File: src/rtl/reflex_pkg.sv
`default_nettype none
// ============================================================================
// reflex_pkg : shared types and constants for the reflex-test sequencer.
// Rev 1.0
// ============================================================================
package reflex_pkg;

  localparam int               c_ms_w      = 14;
  localparam logic [c_ms_w-1:0] c_ms_none  = 14'h3FFF;
  localparam logic [15:0]      c_lfsr_seed = 16'hACE1;
  // Taps 16,14,13,11 expressed as bit positions 15,13,12,10.
  localparam logic [15:0]      c_lfsr_taps = 16'hB400;

  typedef enum logic [2:0] {
    ST_IDLE   = 3'd0,
    ST_ARM    = 3'd1,
    ST_SYNC   = 3'd2,
    ST_STIM   = 3'd3,
    ST_RESULT = 3'd4
  } state_e;

  function automatic logic [15:0] lfsr_step(input logic [15:0] v);
    return {v[14:0], ^(v & c_lfsr_taps)};
  endfunction

endpackage
`default_nettype wire

File: src/rtl/ms_timer.sv
`default_nettype none
// ============================================================================
// ms_timer : clk-to-millisecond prescaler with a saturating ms counter.
// Rev 1.0
// ============================================================================
module ms_timer
  import reflex_pkg::*;
#(
  parameter int MS_DIV = 25000
) (
  input  logic              clk,
  input  logic              rst,
  input  logic              clear_i,
  output logic              tick_o,
  output logic [c_ms_w-1:0] count_o
);

  localparam int              c_pw         = (MS_DIV > 1) ? $clog2(MS_DIV) : 1;
  localparam logic [c_pw-1:0] c_presc_last = c_pw'(MS_DIV - 1);

  logic [c_pw-1:0]   presc_q, presc_d;
  logic [c_ms_w-1:0] count_q, count_d;

  assign tick_o  = (presc_q == c_presc_last);
  assign count_o = count_q;

  always_comb begin
    presc_d = tick_o ? '0 : presc_q + 1'b1;
    count_d = count_q;
    if (tick_o && (count_q != '1)) begin
      count_d = count_q + 1'b1;
    end
    if (clear_i) begin
      presc_d = '0;
      count_d = '0;
    end
  end

  always_ff @(posedge clk or posedge rst) begin
    if (rst) begin
      presc_q <= '0;
      count_q <= '0;
    end else begin
      presc_q <= presc_d;
      count_q <= count_d;
    end
  end

endmodule
`default_nettype wire

File: src/rtl/reflex_test_ctrl.sv
`default_nettype none
// ============================================================================
// reflex_test_ctrl : random wait, frame-aligned stimulus, ms brake timing and
//                    best-of-session tracking for the reflex-test simulator.
// Rev 1.0
// ============================================================================
module reflex_test_ctrl
  import reflex_pkg::*;
#(
  parameter int MS_DIV       = 25000,
  parameter int MIN_DELAY_MS = 1000,
  parameter int RAND_BITS    = 11,
  parameter int TIMEOUT_MS   = 2000,
  parameter int ROUNDS       = 5
) (
  input  logic        clk,
  input  logic        rst,
  input  logic        i_start,
  input  logic        i_brake,
  input  logic        i_vsync,
  output logic        o_busy,
  output logic        o_stim,
  output logic        o_result_valid,
  output logic [13:0] o_reaction_ms,
  output logic        o_early,
  output logic        o_timeout,
  output logic [3:0]  o_round,
  output logic [13:0] o_best_ms,
  output logic        o_session_done
);

  localparam logic [c_ms_w-1:0] c_timeout    = c_ms_w'(TIMEOUT_MS);
  localparam logic [c_ms_w-1:0] c_min_delay  = c_ms_w'(MIN_DELAY_MS);
  localparam logic [3:0]        c_last_round = 4'(ROUNDS - 1);

  state_e            state_q, state_d;
  logic [15:0]       lfsr_q;
  logic              vsync_q, vs_edge_q;
  logic [c_ms_w-1:0] target_q, target_d;
  logic [c_ms_w-1:0] reaction_q, reaction_d;
  logic [c_ms_w-1:0] best_q, best_d;
  logic [3:0]        round_q, round_d;
  logic              early_q, early_d, timeout_q, timeout_d;
  logic              valid_q, valid_d, done_q, done_d;
  logic              busy_q, stim_q;
  logic              w_clear, w_tick;
  logic [c_ms_w-1:0] w_ms_cnt, w_ms_now;

  assign w_clear = (state_d != state_q);

  ms_timer #(.MS_DIV(MS_DIV)) u_ms_timer (
    .clk     (clk),
    .rst     (rst),
    .clear_i (w_clear),
    .tick_o  (w_tick),
    .count_o (w_ms_cnt)
  );

  // Count including this cycle's tick: an event sampled k cycles after state
  // entry reads floor(k / MS_DIV).
  assign w_ms_now = (w_tick && (w_ms_cnt != '1)) ? w_ms_cnt + 1'b1 : w_ms_cnt;

  always_ff @(posedge clk or posedge rst) begin
    if (rst) begin
      lfsr_q    <= c_lfsr_seed;
      vsync_q   <= 1'b0;
      vs_edge_q <= 1'b0;
    end else begin
      lfsr_q    <= lfsr_step(lfsr_q);
      vsync_q   <= i_vsync;
      vs_edge_q <= i_vsync & ~vsync_q;
    end
  end

  always_ff @(posedge clk or posedge rst) begin
    if (rst) begin
      state_q <= ST_IDLE;
    end else begin
      state_q <= state_d;
    end
  end

  always_comb begin
    state_d    = state_q;
    target_d   = target_q;
    round_d    = round_q;
    best_d     = best_q;
    reaction_d = reaction_q;
    early_d    = early_q;
    timeout_d  = timeout_q;
    valid_d    = 1'b0;
    done_d     = 1'b0;

    case (state_q)
      ST_IDLE: begin
        if (i_start) begin
          round_d = '0;
          best_d  = c_ms_none;
          state_d = ST_ARM;
        end
      end
      ST_ARM, ST_SYNC: begin
        // A brake before the stimulus aborts the whole session.
        if (i_brake) begin
          reaction_d = '0;
          early_d    = 1'b1;
          timeout_d  = 1'b0;
          valid_d    = 1'b1;
          done_d     = 1'b1;
          state_d    = ST_IDLE;
        end else if ((state_q == ST_ARM) && (w_ms_now == target_q)) begin
          state_d = ST_SYNC;
        end else if ((state_q == ST_SYNC) && vs_edge_q) begin
          state_d = ST_STIM;
        end
      end
      ST_STIM: begin
        if (i_brake || (w_ms_now >= c_timeout)) begin
          reaction_d = i_brake ? w_ms_now : c_timeout;
          early_d    = 1'b0;
          timeout_d  = ~i_brake;
          valid_d    = 1'b1;
          done_d     = (round_q == c_last_round);
          state_d    = ST_RESULT;
          if (i_brake && (w_ms_now < best_q)) begin
            best_d = w_ms_now;
          end
        end
      end
      ST_RESULT: begin
        if (round_q == c_last_round) begin
          state_d = ST_IDLE;
        end else begin
          round_d = round_q + 1'b1;
          state_d = ST_ARM;
        end
      end
      default: state_d = ST_IDLE;
    endcase

    if ((state_d == ST_ARM) && (state_q != ST_ARM)) begin
      target_d = c_min_delay + c_ms_w'(lfsr_q[RAND_BITS-1:0]);
    end
  end

  always_ff @(posedge clk or posedge rst) begin
    if (rst) begin
      target_q   <= '0;
      round_q    <= '0;
      best_q     <= c_ms_none;
      reaction_q <= '0;
      early_q    <= 1'b0;
      timeout_q  <= 1'b0;
      valid_q    <= 1'b0;
      done_q     <= 1'b0;
      busy_q     <= 1'b0;
      stim_q     <= 1'b0;
    end else begin
      target_q   <= target_d;
      round_q    <= round_d;
      best_q     <= best_d;
      reaction_q <= reaction_d;
      early_q    <= early_d;
      timeout_q  <= timeout_d;
      valid_q    <= valid_d;
      done_q     <= done_d;
      busy_q     <= (state_d != ST_IDLE);
      stim_q     <= (state_d == ST_STIM);
    end
  end

  assign o_busy         = busy_q;
  assign o_stim         = stim_q;
  assign o_result_valid = valid_q;
  assign o_reaction_ms  = reaction_q;
  assign o_early        = early_q;
  assign o_timeout      = timeout_q;
  assign o_round        = round_q;
  assign o_best_ms      = best_q;
  assign o_session_done = done_q;

endmodule
`default_nettype wire

File: config.mk
export PLATFORM = sky130hd
export DESIGN_NAME = reflex_test_ctrl
export DESIGN_NICKNAME = d
export VERILOG_FILES = /design/src/rtl/reflex_pkg.sv /design/src/rtl/ms_timer.sv /design/src/rtl/reflex_test_ctrl.sv
export SDC_FILE = /design/constraint.sdc
export NUM_CORES = 1
export LEC_CHECK = 0
export ABC_AREA = 1
export CAP_MARGIN = 30
export CORE_MARGIN = 1.5
export CORE_UTILIZATION = 52
export DETAILED_ROUTE_END_ITERATION = 8
export PLACE_DENSITY = 0.8
export SETUP_SLACK_MARGIN = 0.2
export SKIP_CTS_REPAIR_TIMING = 1
export SLEW_MARGIN = 20
export SYNTH_ARGS = -nofsm -noshare
export SYNTH_HDL_FRONTEND = slang
export SYNTH_HIERARCHICAL = 1
export SYNTH_SLANG_ARGS = --single-unit
File: constraint.sdc
create_clock -name clk -period 3.9 [get_ports clk]
set_input_delay 0.78 -clock clk [delete_from_list [all_inputs] [get_ports clk]]
set_output_delay 0.78 -clock clk [all_outputs]
set_load 0.05 [all_outputs]
# == After elaboration in Yosys (flattened, before gate mapping) ==
# Index checks and enable logic that the tools add are counted.
# word_totals
regBits,102
elab_cells,91
# op_classes
n_addsub,4
order_cmp,2
eq_ne,17
n_mux,33
n_bitwise,3
n_reduce_logical,16
# op_table
operator,count
$mux 14,8
$pmux 14 s2,2
$mux 15,2
$reduce_xor 16->1,1
$add 15x1->15 const B,1
$eq 15x15->1 const B,1
$mux 3,5
$add 14x1->14 const B,1
$eq 14x14->1,1
$ge 14x11->1 const B,1
$lt 14x14->1,1
$ne 14x14->1 const B,1
$add 10x11->12 const A,1
$pmux 3 s4,1
$ne 2x2->1 const B,5
$eq 3x2->1 const B,3
$mux 1,8
$mux 4,2
$pmux 1 s2,4
$pmux 4 s2,1
$eq 3x1->1 const B,2
$reduce_and 3->1,2
$reduce_bool 2->1,3
$logic_and 1x1->1,5
other kinds (12),13

# == Logic depth before layout (Yosys ltp) ==
# Gate-level depths: netlist of the first run.
# depth
ltp_word,10
ltp_mapped,29

# == Cells and area by module ==
# The synthesis of the first run kept the hierarchy.
# modules_own_cells
module,instances,cells_per_inst,area_per_inst_um2,seq_area_each_um2
reflex_test_ctrl,1,587,4295.4,1804.2
ms_timer,1,251,1750.4,725.7

# == Least setup slack after synthesis of the first run ==
# No wires, ideal clock.
# synth_timing
path_kind,reg-to-reg
startpoint,register u_ms_timer.presc_q[0]
endpoint,register u_ms_timer.count_q[0] (netlist: u_ms_timer/count_o[0])
arrival_time_ns,3.117
required_time_ns,3.782
setup_slack_ns,0.665
stages_incl_launch_ff,29
period_less_slack_ns,3.235
path_cell_list,dfrtp_1 > ha_1 > nand2_1 > nor3_1 > nand2_1 > inv_1 > buf_4 > inv_1 > nor2_1 > and2_1 > nand2_1 > nand2_1 > nand2_1 > nand2_1 > nand2_1 > nor2_1 > nand2_1 > nor2_1 > nand2_1 > nand2_1 > nand2_2 > clkinv_1 > nand2_1 > nand3_1 > buf_2 > clkinv_1 > clkbuf_1 > nand3_1 > nand2_1
# synth_between
elab_chain_len,10
word_cells_on_any_way,13
classes_between,order compare (1); eq/ne (3); mux (6); reduce/logical (3)
# synth_rtl
element,line_no,source
from (decl),ms_timer.sv:21,"logic [c_pw-1:0] presc_q, presc_d;"
from (signal assigned),ms_timer.sv:44,presc_q <= presc_d;
$eq 15x15->1 *,ms_timer.sv:24,assign tick_o = (presc_q == c_presc_last);
named net w_tick,reflex_test_ctrl.sv:46,"logic w_clear, w_tick;"
$logic_and 1x1->1 *,reflex_test_ctrl.sv:61,assign w_ms_now = (w_tick && (w_ms_cnt != '1)) ? w_ms_cnt + 1'b1 : w_ms_cnt;
$mux 14 *,-,
branches (longest 4 deep; another with $ge 14x11->1),-,
$pmux 3 s4 *,reflex_test_ctrl.sv:94,case (state_q)
named net state_d[0],reflex_test_ctrl.sv:36,"state_e state_q, state_d;"
$ne 3x3->1 *,reflex_test_ctrl.sv:49,assign w_clear = (state_d != state_q);
named net w_clear,reflex_test_ctrl.sv:46,
$mux 14 *,ms_timer.sv:33,if (clear_i) begin
to (signal assigned),ms_timer.sv:45,count_q <= count_d;
to (decl),ms_timer.sv:22,"logic [c_ms_w-1:0] count_q, count_d;"
# Mark *: on every way through the listed nets, which the timed path passes.
# A chain may end at the register's enable or synchronous reset.

# == Final worst setup path of the first run ==
# layout_timing
startpoint,register u_ms_timer.presc_q[1]
endpoint,register u_ms_timer.count_q[0] (netlist: u_ms_timer/count_o[0])
# The elaborated chain is that of the path after synthesis.

==> results.cfg, run 1 <==
[status]
status = finished clean

[yosys]
avgSynthCellArea_um2 = 7.21
syn_nets = 861
synth_edf_count = 0
async_reset_ff_share_pct = 100
ys_ff_latch = 100
synth_cell_type_count = 39
yosysWarnings = 6
synth_flop_cell = dfrtp_1
ys_seq_area_share_pct = 41.8
synth_area_um2 = 6050
syn-instance-count = 838

[hold_path]
hold_path_depth = 0
hold_start = lfsr_q[14]
hp-class = flip-flop to flip-flop
hold_end = lfsr_q[15]

[power_and_ir_drop]
finalPower_mw = 2.50
power.leakage_nw = 3.55
vdd_drop_max_mv = 0.238
power.density_nw_per_um2 = 355

[placement]
place_hpwl_mm = 10.5
portBuffers = 42
dpl-instance-area_um2 = 6680
gp_congestion = 0.943

[worst_setup_path]
cpMostUsedCell = nand2_1
reg2reg_to = u_ms_timer/count_o[0]
critPathLaunchType = flip-flop
critPathKind = flip-flop to flip-flop
cp_data_required_time_ns = 4.14
setup.worst_path.end_class = flip-flop
r2r-start = u_ms_timer/presc_q[1]
rrSetupSlack_ns = 0.46
cpPeakStageDelay_ns = 0.37
cp.arrival_ns = 3.68
crit_fanout = 7
rr_worst_depth = 27
slowest_stage = dfrtp_1

[global_route]
grt_max_degree = 33
antenna_found_initial = 0
overflow = 0
grt_pass1_wl_mm = 24.2
track_usage_pct = 24.1
grt_pass1_vias = 5111

[timing]
slew_headroom_pct = 48.8
finalSetupViolCount = 0
finalMaxSlewViolations = 0
min_period_ns = 3.44
rsz0062_at_grt = false
hold_violations = 0
finClkSkew_ns = 0.0113
fmax_mhz = 291
worst_pin_slew_ns = 0.767
fin_crit_sh_pct = 88.2

[cts]
clk-insertion-delay-late_ns = 0.36
cts_buffers = 9
h-tree-depth = 3
clock_sinks = 100
cts.clk_slew.worst_paths_ns = 0.07
cts_max_path_buffers = 2
cts_root_buf = clkbuf_16
cts_tree = done

[drt]
finalWirelength_mm = 14.3
antenna_left = 0
num_vias = 5513
firstDrtPassIters = 5
drt_iter0_markers = 340
wl_per_cell_um = 13.6
drc = 0
vias_per_cell = 5.26

[flow_run]
maxCapViolations = 0

[cells_and_area]
n_antenna_cell = 0
fillCellCount = 997
stdcell_area_um2 = 7040
layout-drive-gt1-share_pct = 12.9
final_nets = 923
area_growth_pct = 16.5

[floorplan]
core_area_um2 = 11400
num_rows = 39
start_util_pct = 53.2
io_pins = 43
die_w_um = 111
die_h_um = 111
dieArea_um2 = 12300
## metrics by stage
step           hold slack, ns  setup TNS, ns  util (%)  setup slack (ns)  cells
2_1_floorplan           0.333              0         -             0.665    838
3_3_place_gp            0.337              0      58.8             0.228   1027
3_5_place_dp            0.339              0      58.8            0.0547   1027
4_1_cts                 0.356       -0.00638      61.3          -0.00630   1043
5_1_grt                 0.361              0      61.9             0.162   1048
6_report                0.353              0      61.9             0.459   1048
## final cells by class
cell class	instances	area, um2	area share (%)
clock inverter	6	55.1	0.782
multi-input combinational	609	3020	42.9
clock buffer	10	229	3.25
sequential	100	2530	35.9
inverter	116	439	6.24
timing repair buffer	64	586	8.31
tap	143	179	2.54
## worst max path at each step
stage,slack [ns],startpoint,endpoint,cells after the start
floorplan,0.67,u_ms_timer/presc_q[0],u_ms_timer/count_o[0],28
global placement,0.23,u_ms_timer/presc_q[0],u_ms_timer/presc_q[6],27
detailed placement,0.05,u_ms_timer/presc_q[0],u_ms_timer/presc_q[13],27
CTS,-0.006,u_ms_timer/presc_q[0],u_ms_timer/presc_q[13],27
global route,0.16,u_ms_timer/presc_q[1],u_ms_timer/count_o[4],27
finish,0.46,u_ms_timer/presc_q[1],u_ms_timer/count_o[0],27
## cells in the final DEF (no fill, tap or decap), types with 2 or more instances in the layout
cell	instances
dfstp_2	22
nand2_1	261
nor2_2	8
nand3_1	92
xnor2_1	4
dfrtp_1	77
inv_2	7
a21oi_1	13
nor3b_1	4
o21ai_2	2
ha_1	16
inv_1	107
inv_6	2
clkinv_4	3
nor2_4	5
a21o_1	3
ha_2	2
nand4_1	16
nand3b_1	6
nor3_2	2
nand3_2	3
clkbuf_16	9
clkdlybuf4s50_1	42
nand2_4	4
o21ai_0	32
a31oi_1	2
nor2_1	87
buf_4	22
nand2_2	18
nor3_1	9
xor2_1	10
## logic make-up (layout without fill, tap and decap cells)
| kind of cell | after synthesis | in the layout | share of synthesized area, % |
|---|---|---|---|
| and+or+nand+nor | 521 | 521 | 38.7 |
| DFF | 100 | 100 | 41.8 |
| adders and majority gates | 18 | 18 | 3.73 |
| buffers and inverters | 129 | 196 | 8.69 |
| AOI/OAI and AO/OA | 56 | 56 | 5.05 |
| xor gates and xnor gates | 14 | 14 | 2.03 |
## registers in the layout (all words and copies together), names as in the netlist
signal,cells
lfsr_q,16
o_result_valid,1
o_early,1
o_round,4
vsync_q,1
o_stim,1
o_session_done,1
o_reaction_ms,14
o_busy,1
vs_edge_q,1
u_ms_timer/count_o,14
o_best_ms,14
target_q,12
o_timeout,1
u_ms_timer/presc_q,15
state_q,3
## cells in the mapped netlist (all sizes together), types with 2 or more instances
cell	n	area share, %
nand2	283	19
inv	114	7.1
nor2	100	7.0
nand3	96	8.3
dfrtp	78	32
o21ai	34	2.9
dfstp	22	9.6
ha	18	3.7
nand4	16	1.7
a21oi	14	1.2
nor3	11	0.99
xor2	10	1.4
buf	9	1.2
nand3b	6	0.74
nor3b	5	0.70
clkbuf	4	0.25
xnor2	4	0.58
a21o	3	0.37
a31oi	2	0.21
clkinv	2	0.12
## power by group
part | leakage (nW) | switching (mW) | total (mW) | internal (mW)
combinational | 2.12 | 0.313 | 0.472 | 0.158
sequential | 1.29 | 0.0505 | 1.16 | 1.11
clock | 0.140 | 0.416 | 0.862 | 0.446
## routing by layer
metal	wire length, um	GRT usage [%]
met5	0	0
met1	6530	33.2
met2	6600	38.5
met4	329	9.15
met3	818	3.88
## critical path, delay by kind of cell, from the launching register on
kind | cells | cell delay (ns)
adders and majority gates | 1 | 0.21
buffers and inverters | 6 | 0.81
and+or+nand+nor | 20 | 1.93
DFF | 1 | 0.37
No activity file was read; power rests on OpenSTA's default activity.
==> inputs of run 2 (changes only) <==
- CORE_UTILIZATION: 52 -> 60
- PLACE_DENSITY: 0.8 -> 0.89
- SKIP_CTS_REPAIR_TIMING: 1 -> unset
==> run 2 against run 1 <==
Against the previous run: non-clock buffer count shrank 6; largest power group unchanged; largest cell class unchanged; maximum frequency grew 2.7%; wire length grew 1.8%; critical path type unchanged; final cell count shrank 1.4%; via count grew 2.9%; count of clock-buffer cells in the layout is the same; critical path depth shrank 1.
==> results.cfg, run 2 (synthesized netlist as in run 1, its figures left out) <==
[status]
status = finished clean

[worst_setup_path]
rrSetupSlack_ns = 0.55
setup.worst_path.end_class = flip-flop
reg2reg_to = u_ms_timer/count_o[8]
critPathLaunchType = flip-flop
crit_fanout = 8
cp.arrival_ns = 3.61
rr_worst_depth = 26
cp_data_required_time_ns = 4.16
r2r-start = u_ms_timer/presc_q[0]
critPathKind = flip-flop to flip-flop

[cts]
cts_tree = done
cts.clk_slew.worst_paths_ns = 0.10
cts_root_buf = clkbuf_8
h-tree-depth = 3
clock_sinks = 100
cts_buffers = 9
clk-insertion-delay-late_ns = 0.37
cts_max_path_buffers = 2

[placement]
place_hpwl_mm = 10.7
gp_congestion = 1.00
portBuffers = 42

[hold_path]
hold_path_depth = 0
hp-class = flip-flop to flip-flop
hold_start = lfsr_q[14]
hold_end = lfsr_q[15]

[cells_and_area]
area_growth_pct = 14.3
final_common_cell = nand2_1
largest_register_ffs = 16
layout-drive-gt1-share_pct = 12.4
largest_registers = lfsr_q: 16 flops, u_ms_timer/presc_q: 15 flops
top_register = lfsr_q
n_antenna_cell = 0
final_cell_mix = nand2_1, inv_1, nand3_1
final_nets = 918

[timing]
slew_headroom_pct = 52.8
fmax_mhz = 299
worst_pin_slew_ns = 0.707
finalSetupViolCount = 0
finClkSkew_ns = 0.0126
finalSetupTns_ns = 0
finalMaxSlewViolations = 0
fin_crit_sh_pct = 85.9
hold_violations = 0
rsz0062_at_grt = false
min_period_ns = 3.35
whs_ns = 0.364

[drt]
wl_per_cell_um = 14.1
drc = 0
drt_iter0_markers = 381
firstDrtPassIters = 5
num_vias = 5671
dr.max_layer_used = met4
routed-wl-met3_um = 872
vias_per_cell = 5.49
wl_met1_mm = 6.26
route.met2.wl_mm = 7.03
antenna_left = 0
finalWirelength_mm = 14.5

[floorplan]
die_h_um = 103
io_pins = 43
die_w_um = 103
num_rows = 36
start_util_pct = 61.9
core_area_um2 = 9770
dieArea_um2 = 10700

[global_route]
overflow = 0
antenna_found_initial = 0
grt_pass1_vias = 5215
track_usage_pct = 28.4
grt_pass1_wl_mm = 23.7
grt_max_degree = 42

[flow_run]
maxCapViolations = 0

[power_and_ir_drop]
vdd_drop_max_mv = 0.205
power.density_nw_per_um2 = 326
finalPower_mw = 2.25
power.leakage_nw = 3.51
run 2: changes by cell type in the layout (fill, tap and decap cells not counted), moves of 3 or more:
cell,change
clkinv_2,+3
nand2_1,-3
clkbuf_8,+10
buf_4,-7
nand2_2,+3
clkbuf_16,-9
run 2: power by group:
part | switching, mW | internal, mW
registers | 0.0478 | 1.11
logic | 0.311 | 0.151
clock network | 0.371 | 0.256
total | 0.730 | 1.52
run 2: layout make-up:
cell class,instances,area [um2]
Timing Repair inverter,1,5.00
Sequential cell,100,2530
Multi-Input combinational cell,609,3030
Fill cell,787,2860
Clock inverter,6,46.3
Inverter,116,440
Clock buffer,10,138
Tap cell,133,166
Timing Repair Buffer,58,553
run 2: per-stage QoR:
step | util (%) | setup WS (ns) | instances | instance area (um2)
after floorplan | - | 0.665 | 838 | 6050
final | 70.7 | 0.550 | 1033 | 6910
after global placement | 68.1 | 0.333 | 1013 | 6650
after CTS | 70.0 | 0.333 | 1029 | 6840
after global routing | 70.7 | 0.189 | 1033 | 6910
after detailed placement | 68.1 | 0.135 | 1013 | 6650
run 2: worst max path at each step:
| stage | slack (ns) | from | end |
|---|---|---|---|
| after floorplan | 0.67 | u_ms_timer/presc_q[0] | u_ms_timer/count_o[0] |
| after global placement | 0.33 | u_ms_timer/presc_q[0] | u_ms_timer/presc_q[13] |
| after detailed placement | 0.14 | u_ms_timer/presc_q[0] | u_ms_timer/presc_q[13] |
| after CTS | 0.33 | u_ms_timer/presc_q[0] | u_ms_timer/presc_q[9] |
| after global routing | 0.19 | u_ms_timer/presc_q[1] | u_ms_timer/presc_q[13] |
| final | 0.55 | u_ms_timer/presc_q[0] | u_ms_timer/count_o[8] |
run 2: what timing repair did:
| item | CTS | global route |
|---|---|---|
| pin swaps | 0 | 1 |
| cloned | 0 | 1 |
| gates resized for setup | 2 | 14 |
| hold buffers | 0 | 0 |
| setup buffers | 0 | 3 |
| hold endpoints to repair | 0 | 0 |
| endpoints found under the setup margin | 4 | 43 |
run 2: routing by layer:
layer  vias to the layer above  GRT usage [%]
met5                         -              0
met4                         0           12.0
met3                        36           4.44
met2                       236           47.3
met1                      2625           37.0
li1                       2774              -
run 2: critical path, stage by stage (launching register included):
cell and delay, ns:
dfrtp_1 0.37, ha_2 0.21, nand2_2 0.11, nor3_4 0.21
nand2_2 0.10, inv_1 0.08, buf_4 0.17, nand2_2 0.10
nor2_1 0.16, nand2_1 0.07, nand2_1 0.09, nand2_2 0.13
nand2_1 0.11, nand2_1 0.05, nor2_1 0.12, nand2_1 0.07
nor2_1 0.10, nand2_1 0.07, nand2_1 0.07, nand2_2 0.07
a21oi_2 0.13, nand3_2 0.17, clkinv_4 0.12, buf_4 0.12
nand2_1 0.10, nand2_1 0.09, nand2_1 0.06
==> variant: new RTL, flow settings as in run 2 <==
Register the output `o_best_ms` once more, cleared by the reset; this adds one clock of latency there. The other outputs are not delayed to match.
--- a/src/rtl/reflex_test_ctrl.sv
+++ b/src/rtl/reflex_test_ctrl.sv
@@ -176,7 +176,13 @@
   assign o_early        = early_q;
   assign o_timeout      = timeout_q;
   assign o_round        = round_q;
-  assign o_best_ms      = best_q;
+  always_ff @(posedge clk or posedge rst) begin
+    if (rst) begin
+      o_best_ms <= '0;
+    end else begin
+      o_best_ms <= best_q;
+    end
+  end
   assign o_session_done = done_q;
 
 endmodule
Behaviour: not the same (Yosys sat finds a counterexample within 4 cycles, from zero or initial values and one cycle with rst high).
==> variant against run 2 <==
Clock skew hardly changed; worst hold slack worse by 0.017 ns; synthesized area rose by 3.2%; die area is 3.1% higher; maximum frequency fell by 5.2%; combinational power grew 12%; worst setup slack got worse by 0.18 ns; design area is 9.8% higher; sequential cell count grew 14; final cell count down 0.68%; power is 59% higher; routed wire length increased by 12%; critical path type unchanged.
==> variant: results (changes against run 2) <==
Placed design:
- The total placed cells including tap cells was 991 (-2.2%).
- The cell area after placement is 0.006815 sq mm (+2.4%).
- The placement-stage worst setup slack is 0.3331 ns (+0.1980 ns).
- The detailed placement HPWL was 10.36 mm (-3.1%).

Critical path:
- The number of cell instances on the worst register-to-register path came to 22 (-15%).
- The biggest fanout along the worst timing path is 15 (+7).
- The worst setup path is launched from a flop.
- The data arrival time at the worst-slack endpoint is 3.98 ns (+0.37 ns).

Route:
- The via density per instance is 5.717 (+4.1%).
- The total iterations of the first detailed-routing run is 6 (+1).
- The average wire per standard cell is 15.82 um (+12%).
- The number of antenna-violating nets in the routed design is 0 (unchanged).
- The first-iteration detailed-routing DRC count is 536 (+41%).

Synthesis:
- The xor/xnor share of the synthesized area is 2.105% (+0.077 points).
- The average footprint of a synthesized cell is 7.620 sq um (+5.6%).
- After synthesis, the cell types taking the most area are dfrtp_1 37%, nand2_1 15%, dfstp_2 9.3%.
- The share of the yosys chip area belonging to registers is 46.15% (+4.3 points).
- The number of distinct library cells after synthesis is 39 (unchanged).
- The synthesized-area fraction occupied by ao, oa, aoi and oai cells is 4.932% (-0.12 points).
- In the synthesized netlist, the cells that appear most often are 249 x nand2_1, 105 x inv_1, 92 x dfrtp_1, 90 x nand3_1, 81 x nor2_1.
- The synthesized-area fraction occupied by adder cells is 3.609% (-0.12 points).

Timing:
- The measured slew at the worst slew-check pin is 0.6211 ns (-0.08560 ns).
- The clock tree skew after final layout came to 0.01222 ns (-0.0004141 ns).

Global route:
- The largest net degree at the start of global routing is 55 (+31%).
- The via count of the first global-routing pass is 5627 (+7.9%).
- The global-route wire length before repair is 26.52 mm (+12%).
- The total track usage was 30.50% (+2.1 points).

CTS:
- The clock-pin transition on the worst setup and hold timing paths is 0.06 ns (-0.04 ns).
- The clock buffer count from CTS was 17 (+8).
- The depth of the CTS H-tree is 4 (+1).
- The clock latency on the worst-skew pair is 0.52 ns (+0.15 ns).

Pwr:
- The peak supply drop is 0.2843 mV (+39%).
- The leakage power of the design was 3.758 nW (+7.1%).
- The internal power is 2.602 mW (+71%).

Status:
- The run finished with clean final reports.

Final layout:
- The non-filler instance count after layout is 1026 (-0.68%).
- The post-layout net count is 900 (-2.0%).
- The share of post-route cells with drive strength above 1 is 14.16% (+1.7 points).

Min path:
- The startpoint identified for the worst hold timing path is lfsr_q[14].
variant: repair_timing:
action                                  in CTS  in global routing
endpoints found under the setup margin       0                 39
hold buffers                                 0                  0
setup buffers                                0                  2
resized for setup                            0                 25
variant: path summary, 6_finish.rpt:
path | endpoint | slack [ns]
worst max-delay path | best_q[7] | 0.37
worst min-delay path | lfsr_q[15] | 0.35
worst max register to register | best_q[7] | 0.37
worst min register to register | lfsr_q[15] | 0.35
max in group asynchronous | lfsr_q[0] | 2.51
min in group asynchronous | o_best_ms[5] | 0.66
variant: cell families after synthesis:
logic type,after synthesis
DFF,114
xor gates and xnor gates,15
and+or+nand+nor,488
adders and majority gates,18
AOI/OAI and AO/OA,55
buffers and inverters,129
variant: power by group through the flow:
stage / combinational (mW) / sequential, mW / clock, mW
4_1_cts: 0.486 / 1.35 / 1.71
3_3_place_gp: 0.458 / 1.37 / 0
5_1_grt: 0.556 / 1.37 / 1.77
6_report: 0.519 / 1.36 / 1.71
3_5_place_dp: 0.473 / 1.37 / 0
2_1_floorplan: 0.217 / 1.48 / 0
variant: final cells by class:
type	instances	area [sq um]
multi-input combinational	576	2907
sequential	114	2880
fill	664	2592
timing repair buffer	54	553.0
clock buffer	20	445.4
inverter	114	434.2
clock inverter	12	202.7
tap	136	170.2
variant: layer usage:
layer / global-route usage (%) / vias up / routed length [um]
met1: 36.62 / 2765 / 6533
met2: 50.93 / 307 / 7893
met5: 0 / - / 0
met4: 17.12 / 0 / 731
li1: - / 2714 / -
met3: 6.425 / 80 / 1069
